<file path="src/rtl/ctrl_pkg.sv">
// Shared definitions for the multicycle main controller: opcodes, ALUOp codes,
// FSM state encodings and the opcode class used by the decode logic.
package ctrl_pkg;

  localparam int OP_RTYPE = 0;
  localparam int OP_J     = 2;
  localparam int OP_BEQ   = 4;
  localparam int OP_BNE   = 5;
  localparam int OP_ADDI  = 8;
  localparam int OP_SLTIU = 11;
  localparam int OP_ORI   = 13;
  localparam int OP_LUI   = 15;
  localparam int OP_LW    = 35;
  localparam int OP_SW    = 43;

  localparam int ALUOP_RTYPE = 0;
  localparam int ALUOP_BEQ   = 1;
  localparam int ALUOP_BNE   = 2;
  localparam int ALUOP_ADD   = 3;
  localparam int ALUOP_SLTIU = 4;
  localparam int ALUOP_ORI   = 5;
  localparam int ALUOP_LUI   = 6;

  typedef enum logic [3:0] {
    S_IDLE   = 4'd0,
    S_FETCH  = 4'd1,
    S_DECODE = 4'd2,
    S_EXEC_R = 4'd3,
    S_WB_R   = 4'd4,
    S_EXEC_I = 4'd5,
    S_WB_I   = 4'd6,
    S_ADDR   = 4'd7,
    S_MEM_RD = 4'd8,
    S_WB_MEM = 4'd9,
    S_MEM_WR = 4'd10,
    S_BRANCH = 4'd11,
    S_JUMP   = 4'd12
  } state_e;

  typedef enum logic [2:0] {
    CLS_R,
    CLS_I,
    CLS_LD,
    CLS_ST,
    CLS_BR,
    CLS_J,
    CLS_ILL
  } op_class_e;

endpackage

</file>
<file path="src/rtl/multicycle_main_ctrl_if.sv">
// Controller-to-datapath bundle: opcode and memory handshake in, ALUOp,
// strobes, mux selects and debug state out.
interface multicycle_main_ctrl_if #(
  parameter int OP_W    = 6,
  parameter int ALUOP_W = 3
);
  logic [OP_W-1:0]    instr_op_i;
  logic               mem_ready_i;
  logic [ALUOP_W-1:0] ALUOp_o;
  logic               alu_src_a_o;
  logic [1:0]         alu_src_b_o;
  logic [1:0]         pc_src_o;
  logic               pc_write_o;
  logic               pc_write_cond_o;
  logic               iord_o;
  logic               mem_read_o;
  logic               mem_write_o;
  logic               ir_write_o;
  logic               reg_dst_o;
  logic               mem_to_reg_o;
  logic               reg_write_o;
  logic               illegal_o;
  logic [3:0]         state_o;

  modport master (
    input  instr_op_i, mem_ready_i,
    output ALUOp_o, alu_src_a_o, alu_src_b_o, pc_src_o, pc_write_o,
           pc_write_cond_o, iord_o, mem_read_o, mem_write_o, ir_write_o,
           reg_dst_o, mem_to_reg_o, reg_write_o, illegal_o, state_o
  );

  modport slave (
    output instr_op_i, mem_ready_i,
    input  ALUOp_o, alu_src_a_o, alu_src_b_o, pc_src_o, pc_write_o,
           pc_write_cond_o, iord_o, mem_read_o, mem_write_o, ir_write_o,
           reg_dst_o, mem_to_reg_o, reg_write_o, illegal_o, state_o
  );
endinterface

</file>
<file path="src/rtl/op_class_dec.sv">
// Combinational opcode classifier: instruction class, the ALUOp that the
// class-specific execute state needs, and an unknown-opcode flag.
module op_class_dec
  import ctrl_pkg::*;
#(
  parameter int OP_W    = 6,
  parameter int ALUOP_W = 3
) (
  input  logic [OP_W-1:0]    op,
  output op_class_e          op_class,
  output logic [ALUOP_W-1:0] alu_op,
  output logic               illegal
);

  always_comb begin
    op_class = CLS_ILL;
    alu_op   = ALUOP_W'(ALUOP_ADD);
    case (op)
      OP_W'(OP_RTYPE): op_class = CLS_R;
      OP_W'(OP_ADDI):  op_class = CLS_I;
      OP_W'(OP_SLTIU): begin
        op_class = CLS_I;
        alu_op   = ALUOP_W'(ALUOP_SLTIU);
      end
      OP_W'(OP_ORI): begin
        op_class = CLS_I;
        alu_op   = ALUOP_W'(ALUOP_ORI);
      end
      OP_W'(OP_LUI): begin
        op_class = CLS_I;
        alu_op   = ALUOP_W'(ALUOP_LUI);
      end
      OP_W'(OP_LW): op_class = CLS_LD;
      OP_W'(OP_SW): op_class = CLS_ST;
      OP_W'(OP_BEQ): begin
        op_class = CLS_BR;
        alu_op   = ALUOP_W'(ALUOP_BEQ);
      end
      OP_W'(OP_BNE): begin
        op_class = CLS_BR;
        alu_op   = ALUOP_W'(ALUOP_BNE);
      end
      OP_W'(OP_J): op_class = CLS_J;
      default:     op_class = CLS_ILL;
    endcase
  end

  assign illegal = (op_class == CLS_ILL);

endmodule

</file>
<file path="src/rtl/multicycle_main_ctrl.sv">
// Multicycle main control FSM: sequences FETCH/DECODE/EXEC/MEM/WB, drives
// every datapath strobe and select, and is the only source of ALUOp.
module multicycle_main_ctrl
  import ctrl_pkg::*;
#(
  parameter int OP_W    = 6,
  parameter int ALUOP_W = 3
) (
  input  logic                  clk_i,
  input  logic                  rst_i,
  multicycle_main_ctrl_if.master bus
);

  state_e             state_q;
  state_e             state_d;
  op_class_e          op_class;
  logic [ALUOP_W-1:0] cls_alu_op;
  logic               op_illegal;

  op_class_dec #(
    .OP_W    (OP_W),
    .ALUOP_W (ALUOP_W)
  ) u_op_class_dec (
    .op       (bus.instr_op_i),
    .op_class (op_class),
    .alu_op   (cls_alu_op),
    .illegal  (op_illegal)
  );

  always_ff @(posedge clk_i or negedge rst_i) begin
    if (!rst_i) state_q <= S_IDLE;
    else        state_q <= state_d;
  end

  always_comb begin
    state_d             = state_q;
    bus.ALUOp_o         = ALUOP_W'(ALUOP_ADD);
    bus.alu_src_a_o     = 1'b0;
    bus.alu_src_b_o     = 2'd0;
    bus.pc_src_o        = 2'd0;
    bus.pc_write_o      = 1'b0;
    bus.pc_write_cond_o = 1'b0;
    bus.iord_o          = 1'b0;
    bus.mem_read_o      = 1'b0;
    bus.mem_write_o     = 1'b0;
    bus.ir_write_o      = 1'b0;
    bus.reg_dst_o       = 1'b0;
    bus.mem_to_reg_o    = 1'b0;
    bus.reg_write_o     = 1'b0;
    bus.illegal_o       = 1'b0;
    bus.state_o         = state_q;

    case (state_q)
      S_IDLE: state_d = S_FETCH;

      // PC+4 is computed alongside the read; IR and PC only load once memory answers
      S_FETCH: begin
        bus.mem_read_o  = 1'b1;
        bus.alu_src_b_o = 2'd1;
        if (bus.mem_ready_i) begin
          bus.ir_write_o = 1'b1;
          bus.pc_write_o = 1'b1;
          state_d        = S_DECODE;
        end
      end

      S_DECODE: begin
        bus.alu_src_b_o = 2'd3;
        case (op_class)
          CLS_R:         state_d = S_EXEC_R;
          CLS_I:         state_d = S_EXEC_I;
          CLS_LD, CLS_ST: state_d = S_ADDR;
          CLS_BR:        state_d = S_BRANCH;
          CLS_J:         state_d = S_JUMP;
          default: begin
            bus.illegal_o = op_illegal;
            state_d       = S_FETCH;
          end
        endcase
      end

      S_EXEC_R: begin
        bus.alu_src_a_o = 1'b1;
        bus.ALUOp_o     = ALUOP_W'(ALUOP_RTYPE);
        state_d         = S_WB_R;
      end

      S_WB_R: begin
        bus.reg_dst_o   = 1'b1;
        bus.reg_write_o = 1'b1;
        state_d         = S_FETCH;
      end

      S_EXEC_I: begin
        bus.alu_src_a_o = 1'b1;
        bus.alu_src_b_o = 2'd2;
        bus.ALUOp_o     = cls_alu_op;
        state_d         = S_WB_I;
      end

      S_WB_I: begin
        bus.reg_write_o = 1'b1;
        state_d         = S_FETCH;
      end

      S_ADDR: begin
        bus.alu_src_a_o = 1'b1;
        bus.alu_src_b_o = 2'd2;
        state_d         = (op_class == CLS_ST) ? S_MEM_WR : S_MEM_RD;
      end

      S_MEM_RD: begin
        bus.mem_read_o = 1'b1;
        bus.iord_o     = 1'b1;
        if (bus.mem_ready_i) state_d = S_WB_MEM;
      end

      S_WB_MEM: begin
        bus.mem_to_reg_o = 1'b1;
        bus.reg_write_o  = 1'b1;
        state_d          = S_FETCH;
      end

      S_MEM_WR: begin
        bus.mem_write_o = 1'b1;
        bus.iord_o      = 1'b1;
        if (bus.mem_ready_i) state_d = S_FETCH;
      end

      // Target was parked in ALUOut during DECODE; the ALU now compares rs/rt
      S_BRANCH: begin
        bus.alu_src_a_o     = 1'b1;
        bus.pc_src_o        = 2'd1;
        bus.pc_write_cond_o = 1'b1;
        bus.ALUOp_o         = cls_alu_op;
        state_d             = S_FETCH;
      end

      S_JUMP: begin
        bus.pc_src_o   = 2'd2;
        bus.pc_write_o = 1'b1;
        state_d        = S_FETCH;
      end

      default: state_d = S_FETCH;
    endcase
  end

endmodule

</file>
<file path="src/flat_wrapper.sv">
// flat-port wrapper written by rule: the top's interface ports become plain ports
module multicycle_main_ctrl_flat import ctrl_pkg::*;
#(
  parameter int OP_W    = 6,
  parameter int ALUOP_W = 3
)
  (clk_i, rst_i, bus_instr_op_i, bus_mem_ready_i, bus_ALUOp_o, bus_alu_src_a_o, bus_alu_src_b_o, bus_pc_src_o, bus_pc_write_o, bus_pc_write_cond_o, bus_iord_o, bus_mem_read_o, bus_mem_write_o, bus_ir_write_o, bus_reg_dst_o, bus_mem_to_reg_o, bus_reg_write_o, bus_illegal_o, bus_state_o);
  multicycle_main_ctrl_if #(.OP_W(OP_W), .ALUOP_W(ALUOP_W)) bus_i ();
  input  logic clk_i;
  input  logic rst_i;
  input wire logic [$bits(bus_i.instr_op_i)-1:0] bus_instr_op_i;
  input wire logic [$bits(bus_i.mem_ready_i)-1:0] bus_mem_ready_i;
  output wire logic [$bits(bus_i.ALUOp_o)-1:0] bus_ALUOp_o;
  output wire logic [$bits(bus_i.alu_src_a_o)-1:0] bus_alu_src_a_o;
  output wire logic [$bits(bus_i.alu_src_b_o)-1:0] bus_alu_src_b_o;
  output wire logic [$bits(bus_i.pc_src_o)-1:0] bus_pc_src_o;
  output wire logic [$bits(bus_i.pc_write_o)-1:0] bus_pc_write_o;
  output wire logic [$bits(bus_i.pc_write_cond_o)-1:0] bus_pc_write_cond_o;
  output wire logic [$bits(bus_i.iord_o)-1:0] bus_iord_o;
  output wire logic [$bits(bus_i.mem_read_o)-1:0] bus_mem_read_o;
  output wire logic [$bits(bus_i.mem_write_o)-1:0] bus_mem_write_o;
  output wire logic [$bits(bus_i.ir_write_o)-1:0] bus_ir_write_o;
  output wire logic [$bits(bus_i.reg_dst_o)-1:0] bus_reg_dst_o;
  output wire logic [$bits(bus_i.mem_to_reg_o)-1:0] bus_mem_to_reg_o;
  output wire logic [$bits(bus_i.reg_write_o)-1:0] bus_reg_write_o;
  output wire logic [$bits(bus_i.illegal_o)-1:0] bus_illegal_o;
  output wire logic [$bits(bus_i.state_o)-1:0] bus_state_o;
  assign bus_i.instr_op_i = bus_instr_op_i;
  assign bus_i.mem_ready_i = bus_mem_ready_i;
  assign bus_ALUOp_o = bus_i.ALUOp_o;
  assign bus_alu_src_a_o = bus_i.alu_src_a_o;
  assign bus_alu_src_b_o = bus_i.alu_src_b_o;
  assign bus_pc_src_o = bus_i.pc_src_o;
  assign bus_pc_write_o = bus_i.pc_write_o;
  assign bus_pc_write_cond_o = bus_i.pc_write_cond_o;
  assign bus_iord_o = bus_i.iord_o;
  assign bus_mem_read_o = bus_i.mem_read_o;
  assign bus_mem_write_o = bus_i.mem_write_o;
  assign bus_ir_write_o = bus_i.ir_write_o;
  assign bus_reg_dst_o = bus_i.reg_dst_o;
  assign bus_mem_to_reg_o = bus_i.mem_to_reg_o;
  assign bus_reg_write_o = bus_i.reg_write_o;
  assign bus_illegal_o = bus_i.illegal_o;
  assign bus_state_o = bus_i.state_o;
  multicycle_main_ctrl #(.OP_W(OP_W), .ALUOP_W(ALUOP_W)) u_core (.clk_i(clk_i), .rst_i(rst_i), .bus(bus_i));
endmodule
</file>
<file path="config.mk">
export PLATFORM = sky130hd
export DESIGN_NAME = multicycle_main_ctrl_flat
export DESIGN_NICKNAME = d
export VERILOG_FILES = /design/src/rtl/ctrl_pkg.sv /design/src/rtl/multicycle_main_ctrl_if.sv /design/src/rtl/op_class_dec.sv /design/src/rtl/multicycle_main_ctrl.sv /design/src/flat_wrapper.sv
export SDC_FILE = /design/constraint.sdc
export NUM_CORES = 1
export LEC_CHECK = 0
export BUFFER_PORTS_ARGS = -buffer_cell sky130_fd_sc_hd__clkbuf_2
export CAP_MARGIN = 20
export CORE_ASPECT_RATIO = 1.1
export CORE_MARGIN = 5
export CORE_UTILIZATION = 28
export CTS_BUF_LIST = sky130_fd_sc_hd__clkbuf_4 sky130_fd_sc_hd__clkbuf_8
export DETAILED_ROUTE_END_ITERATION = 10
export PLACE_DENSITY = 0.59
export RECOVER_POWER = 50
export SLEW_MARGIN = 20
export SYNTH_ARGS = -nofsm -noshare
export SYNTH_HDL_FRONTEND = slang
export SYNTH_SLANG_ARGS = --single-unit
</file>
<file path="constraint.sdc">
create_clock -name clk_i -period 2.7 [get_ports clk_i]
set_input_delay 0.675 -clock clk_i [delete_from_list [all_inputs] [get_ports clk_i]]
set_output_delay 0.675 -clock clk_i [all_outputs]
set_load 0.02 [all_outputs]
</file>
==> results of run 1 <==
kinds of logic after synthesis:
| group | after synthesis |
|---|---|
| XOR/XNOR | 3 |
| AND/OR/NAND/NOR | 49 |
| flip-flops | 4 |
| buffers and inverters | 15 |
| AO/OA/AOI/OAI | 29 |
| adder cells (fa/ha/maj) | 1 |
cell type report:
type                    instances  area [µm²]
flip-flops and latches          4         100
repair buffers                 40         214
inverters                       4        15.0
fillers                       303        1600
multi-input cells              82         527
well taps                      31        38.8
clock buffers                   3        22.5
power groups by stage:
stage          Sequential, mW  Clock, mW  Combinational, mW
5_1_grt                 0.147     0.0820              0.656
2_1_floorplan           0.148          0              0.449
4_1_cts                 0.138     0.0756              0.615
6_report                0.139     0.0731              0.599
3_5_place_dp            0.139          0              0.613
3_3_place_gp            0.136          0              0.607
how the worst min path moves through the flow:
stage               start                    end
floorplan           rst_i  u_core.bus.state_o[0]
global placement    rst_i  u_core.bus.state_o[0]
detailed placement  rst_i  u_core.bus.state_o[1]
CTS                 rst_i  u_core.bus.state_o[2]
global route        rst_i  u_core.bus.state_o[1]
finish              rst_i  u_core.bus.state_o[2]
stage by stage:
step / setup TNS (ns) / cell area [µm²] / std cells
3_5_place_dp: 0 / 923 / 161
5_1_grt: -0.0151 / 917 / 164
6_report: 0 / 917 / 164
2_1_floorplan: 0 / 747 / 101
3_3_place_gp: 0 / 923 / 161
4_1_cts: 0 / 946 / 164
cell usage after synthesis, types with 2 or more instances:
library cell,number
o211ai_1,2
buf_6,5
xnor2_1,2
nand2b_1,7
or3b_2,2
or2_2,3
nor2_1,10
nand3b_1,2
clkbuf_1,3
o21ai_0,3
nand2_1,10
or4b_1,2
a21oi_1,5
a31oi_1,3
nor3_1,7
dfrtp_1,4
inv_1,4
o41ai_1,2
critical path, stage by stage:
cell	delay, ns
buf_2	0.13
or3b_2	0.46
a211o_1	0.34
a21oi_2	0.12
o21ai_1	0.08
buf_4	0.18
metal layers:
metal	global-route usage, %	up-vias	wire length, µm
met2	19.7	18	1100
li1	-	434	-
met1	13.1	393	868
met3	5.23	0	148
met4	0.850	0	0
met5	0	-	0
what timing repair did:
action,4_1_cts,5_1_grt
gates resized for setup,0,5
endpoints found under the setup margin,0,1
setup buffers,0,0
==> results.md, run 1 <==
- F_max: approximately 380 MHz
- Adder-cell area share of the yosys netlist: under 10%
- Mux contribution to synthesized area: 0%
- # nets final: around 140
- Sw Ratio: between 50 and 60%
- Cells after Synth: 101
- Final Hold Viols: 0
- Synth top area share: between 10% and 20%
- Initial Utilization: 29.6%
- VDD IR-drop max: slightly above 0.4 mV
- Die ar.: 0.00380 mm²
- Sw Pwr: ~0.45 mW
- R2r setup slk: ~0.94 ns
- Leak: between 0.4 and 0.5 nW
- First-pass detailed-route iteration total: 4
- Mapped Nets: 110
- Power density over the cells: between 800 and 900 mW/mm²
- Place WS: ~0.053 ns
- Register area share after synthesis: between 10% and 20%
- Crit-path max FO: 7
- Drt drc: 0
- Number of global-route vias before repair: between 700 and 800
- PortBufs: 30
- Commonest non-fill, non-tap cell in the layout: clkbuf_2
- Final Skew: around 0.0046 ns
- Area delta synth->final: 23.0%
- Cell taking the most area after synthesis: dfrtp_1
- Pins Over Slew Limit: 0
- Worst Setup SP: bus_instr_op_i[1]
- Routed len/inst: roughly 13 µm
- Status: finished clean
- Worst hold slack: around 0.27 ns
- Ys async rst share: between 90% and 100%
- Final Critical Period: 2.65 ns
- Gpl congestion: approximately 0.84
- Die width: between 50 and 60 µm
- Worst slew margin: ~52%
- Synth top area cells: dfrtp_1, buf_6, nand2b_1
- Layout cell share with drive strength beyond 1: a little over a third
- Worst R2R Start: u_core.bus.state_o[2]
- Maxcap violations: 0
- Tcrit/Tclk final: a little over nine tenths
- Synth Area in Compound Gates: 31.0%
- Startpoint types: primary input
- Vias: about 850
- Reg power frac: between 10% and 20%
- H-tree depth: 1
- Combinational power share: 73.9%
- CTS Hold Bufs: 0
- Clock network fraction of total power: about 9.0%
- Num CTS Buffers: 3
- Setup WS post-layout: 0.0457 ns
- Max FFs per register: 4
- Pwr Total: roughly 0.8 mW
- Cell Area, Synth: between 700 and 800 µm²
- Io pins: 31
- Syn_area_per_cell: between 7 and 8 µm²
- Die Ht: ~64 µm
- Largest net degree at the start of global routing: 16
- Final WL: ~2100 µm
- Via density: slightly above 5
- Antenna-violating nets left: 0
- Pint: 0.363 mW
- Initial antenna violation count: 0
- Rows: 19
- CTS max path bufs: 2
- Worst r2r path cells: 4
- TritonCTS clock tree: built
- Inserted Diodes: 0
- FF-to-FF End: u_core.bus.state_o[0]
- Worst-path clk slew: 0.04 ns
- Ys flop type: dfrtp_1
- Final core occ: roughly 36%
- Register bit total from synthesis: 4
- CP required: slightly above 2 ns
- Synth Area in Simple Gates: between 30% and 40%
- GR Overflow Total: 0
- # setup viols final: 0
- Leading cell types in the layout, fill and taps excluded: clkbuf_2, nand2_1, nor2_1, buf_4
- Worst-skew pair later-pin latency: between 0.2 and 0.25 ns
- Slew @ Worst Pin: 0.702 ns
- Sink Count: 4
- Total track usage: between 10% and 20%
- Crit path kind: in2out
- DR iter-0 viols: 9
- Main combinational cell family by area after synthesis: simple AND/OR/NAND/NOR gates
- Global-route wire length before repair: about 3400 µm
- Arrival time worst endpoint: roughly 2.0 ns
- Post-synth EDFFs: 0
- HPWL Detailed: ~1700 µm
- Clock root cell: clkbuf_4
- Synth Area in XOR/XNOR: under 10%
- Hold Path Class: in2async
- Ys Warns: 0
- CP Capture Point: bus_ALUOp_o[0]
- Worst setup EP type: output port
- Placeable Area: 0.00252 mm²
- Distinct cells, synth: 43
No activity file was read; power rests on OpenSTA's default activity.
==> run 2, diff against run 1 <==
Settings changed: SETUP_SLACK_MARGIN from default to 0.5.
==> run 2 against run 1 <==
First-iteration DRC count is the same; design area is 35% higher; clock power is essentially flat; die area is the same; non-clock buffer count up 11; total power increased by 19%; count of clock-buffer cells in the layout stayed put; maximum frequency is 5.8% higher; cell count grew 6.7%; critical endpoint is now bus_ALUOp_o[1].
==> results.md, run 2 (synthesis gave the netlist of run 1 again) <==
- Status: finished clean (unchanged)
- Num CTS Buffers: 3 (unchanged)
- Final Skew: 0.00444 ns (was 0.00460 ns)
- Initial Utilization: 29.6% (unchanged)
- Max FFs per register: 4 (unchanged)
- Hold Path Class: in2async (unchanged)
- # nets final: 155 (was 144)
- Area of the multi-input gates: 633 µm² (was 527 µm²)
- Global-route wire length before repair: 4160 µm (was 3440 µm)
- GR Overflow Total: 0 (unchanged)
- Maxcap violations: 0 (unchanged)
- PortBufs: 30 (unchanged)
- DR iter-0 viols: 9 (unchanged)
- Leak: 0.540 nW (was 0.405 nW)
- Placed Area: 956 µm² (was 923 µm²)
- Crit-path cells: clkbuf_16, nand4b_1, o21ai_2, or4b_1, o31a_1, clkbuf_8 (was buf_2, or3b_2, a211o_1, a21oi_2, o21ai_1, buf_4)
- Final WL: 2520 µm (was 2120 µm)
- Number of global-route vias before repair: 938 (was 768)
- Crit-path max FO: 5 (was 7)
- Vias: 921 (was 845)
- Worst slew margin: 52.8% (was 52.0%)
- Slowest cell on the critical path: or4b_1 (was or3b_2)
- Final Hold Viols: 0 (unchanged)
- Worst-skew pair later-pin latency: 0.23 ns (about the same)
- Arrival time worst endpoint: 1.83 ns (was 1.98 ns)
- CP required: 2.03 ns (about the same)
- Final core occ: 49.2% (was 36.4%)
- F_max: 399 MHz (was 377 MHz)
- Fin area: 0.00124 mm² (was 917 µm²)
- First-pass detailed-route iteration total: 3 (was 4)
- Worst setup EP type: output port (unchanged)
- TritonCTS clock tree: built (unchanged)
- Antenna-violating nets left: 0 (unchanged)
- Largest net degree at the start of global routing: 18 (was 16)
- # setup viols final: 0 (unchanged)
- Die Ht: 64.1 µm (unchanged)
- Fillers: 250 (was 303)
- Inserted Diodes: 0 (unchanged)
- CTS max path bufs: 2 (unchanged)
- Placeable Area: 0.00252 mm² (unchanged)
- Startpoint types: primary input (unchanged)
- Power density over the cells: 780 mW/mm² (was 884 mW/mm²)
- HPWL Detailed: 1770 µm (was 1710 µm)
- Layout cell share with drive strength beyond 1: 52.1% (was 35.3%)
- Die ar.: 0.00380 mm² (unchanged)
- Leading cell types in the layout, fill and taps excluded: buf_4, clkbuf_2, nand2_1, nor2_1, buf_6 (was clkbuf_2, nand2_1, nor2_1, buf_4)
- Final Critical Period: 2.51 ns (was 2.65 ns)
- Initial antenna violation count: 0 (unchanged)
- Worst-path clk slew: 0.04 ns (about the same)
- VDD IR-drop max: 0.498 mV (was 0.407 mV)
- Tcrit/Tclk final: 92.9% (was 98.3%)
- Rows: 19 (unchanged)
- Pwr Total: 0.966 mW (was 0.811 mW)
- CTS Hold Bufs: 0 (unchanged)
- Place WS: 0.0794 ns (was 0.0526 ns)
- Seq. cell area: 101 µm² (was 100 µm²)
- Max incr delay on CP: 0.44 ns (was 0.46 ns)
- Dpl cells: 160 (was 161)
- Worst hold slack: 0.263 ns (was 0.273 ns)
- Finished Layout Cells: 175 (was 164)
- Sink Count: 4 (unchanged)
- Clock root cell: clkbuf_4 (unchanged)
- H-tree depth: 1 (unchanged)
- Io pins: 31 (unchanged)
- Die width: 59.2 µm (unchanged)
- Via density: 5.26 (was 5.15)
- Total track usage: 13.5% (was 11.4%)
- Pins Over Slew Limit: 0 (unchanged)
- Routed len/inst: 14.4 µm (was 12.9 µm)
- Crit path kind: in2out (unchanged)
- Drt drc: 0 (unchanged)
- RSZ-0062 raised after global routing: yes
- Setup WS post-layout: 0.192 ns (was 0.0457 ns)
- Commonest non-fill, non-tap cell in the layout: buf_4 (was clkbuf_2)
- Area delta synth->final: 66.1% (was 23.0%)
- Slew @ Worst Pin: 0.690 ns (was 0.702 ns)
- Setup TNS: 0 ns (unchanged)
- Gpl congestion: 0.831 (was 0.837)
==> run 2: cell types whose count changed in the layout (fill, tap and decap cells not counted), moves of 3 or more <==
cell	change
buf_6	+7
nand2b_4	+3
nand2b_1	-3
buf_8	+3
clkbuf_2	-9
clkbuf_8	+3
buf_4	+6
==> run 2: final timing paths <==
kind / startpoint / end / slack [ns] / cells past startpoint
setup reg to reg: u_core.bus.state_o[2] / u_core.bus.state_o[1] / 1.13 / 4
hold reg to reg: u_core.bus.state_o[0] / u_core.bus.state_o[1] / 0.64 / 2
max in group asynchronous: rst_i / u_core.bus.state_o[0] / 2.24 / 1
min in group clk_i: u_core.bus.state_o[0] / u_core.bus.state_o[1] / 0.64 / 2
setup / recovery: bus_instr_op_i[2] / bus_ALUOp_o[1] / 0.19 / 6
hold / removal: rst_i / u_core.bus.state_o[3] / 0.26 / 1
==> run 2: layer usage <==
metal	GRT usage [%]	routed length, µm
met1	15.8	1040
met2	25.3	1330
met3	2.62	151
met4	1.70	0
met5	0	0
==> run 2: final cells by class <==
class	count	area share (%)
inverters	4	1.21
clock buffers	3	1.82
well taps	31	3.13
multi-input cells	82	51.1
flip-flops and latches	4	8.18
repair buffers	51	34.5
==> run 2: repair_timing <==
item / CTS / global route
endpoints found under the setup margin: 6 / 6
pin swaps: 9 / 5
gates resized for setup: 32 / 20
setup buffers: 9 / 3
==> run 2: report_power, final <==
part	internal (mW)	leakage, nW	switching, mW
clock	0.0496	0.0138	0.0233
combinational	0.325	0.477	0.451
sequential	0.0866	0.0496	0.0311
==> run 2: worst max-delay path: cells and delay by family <==
family / cells / cell delay (ns)
AOI/OAI and AO/OA: 2 / 0.23
buffers and inverters: 2 / 0.27
and+or+nand+nor: 2 / 0.65
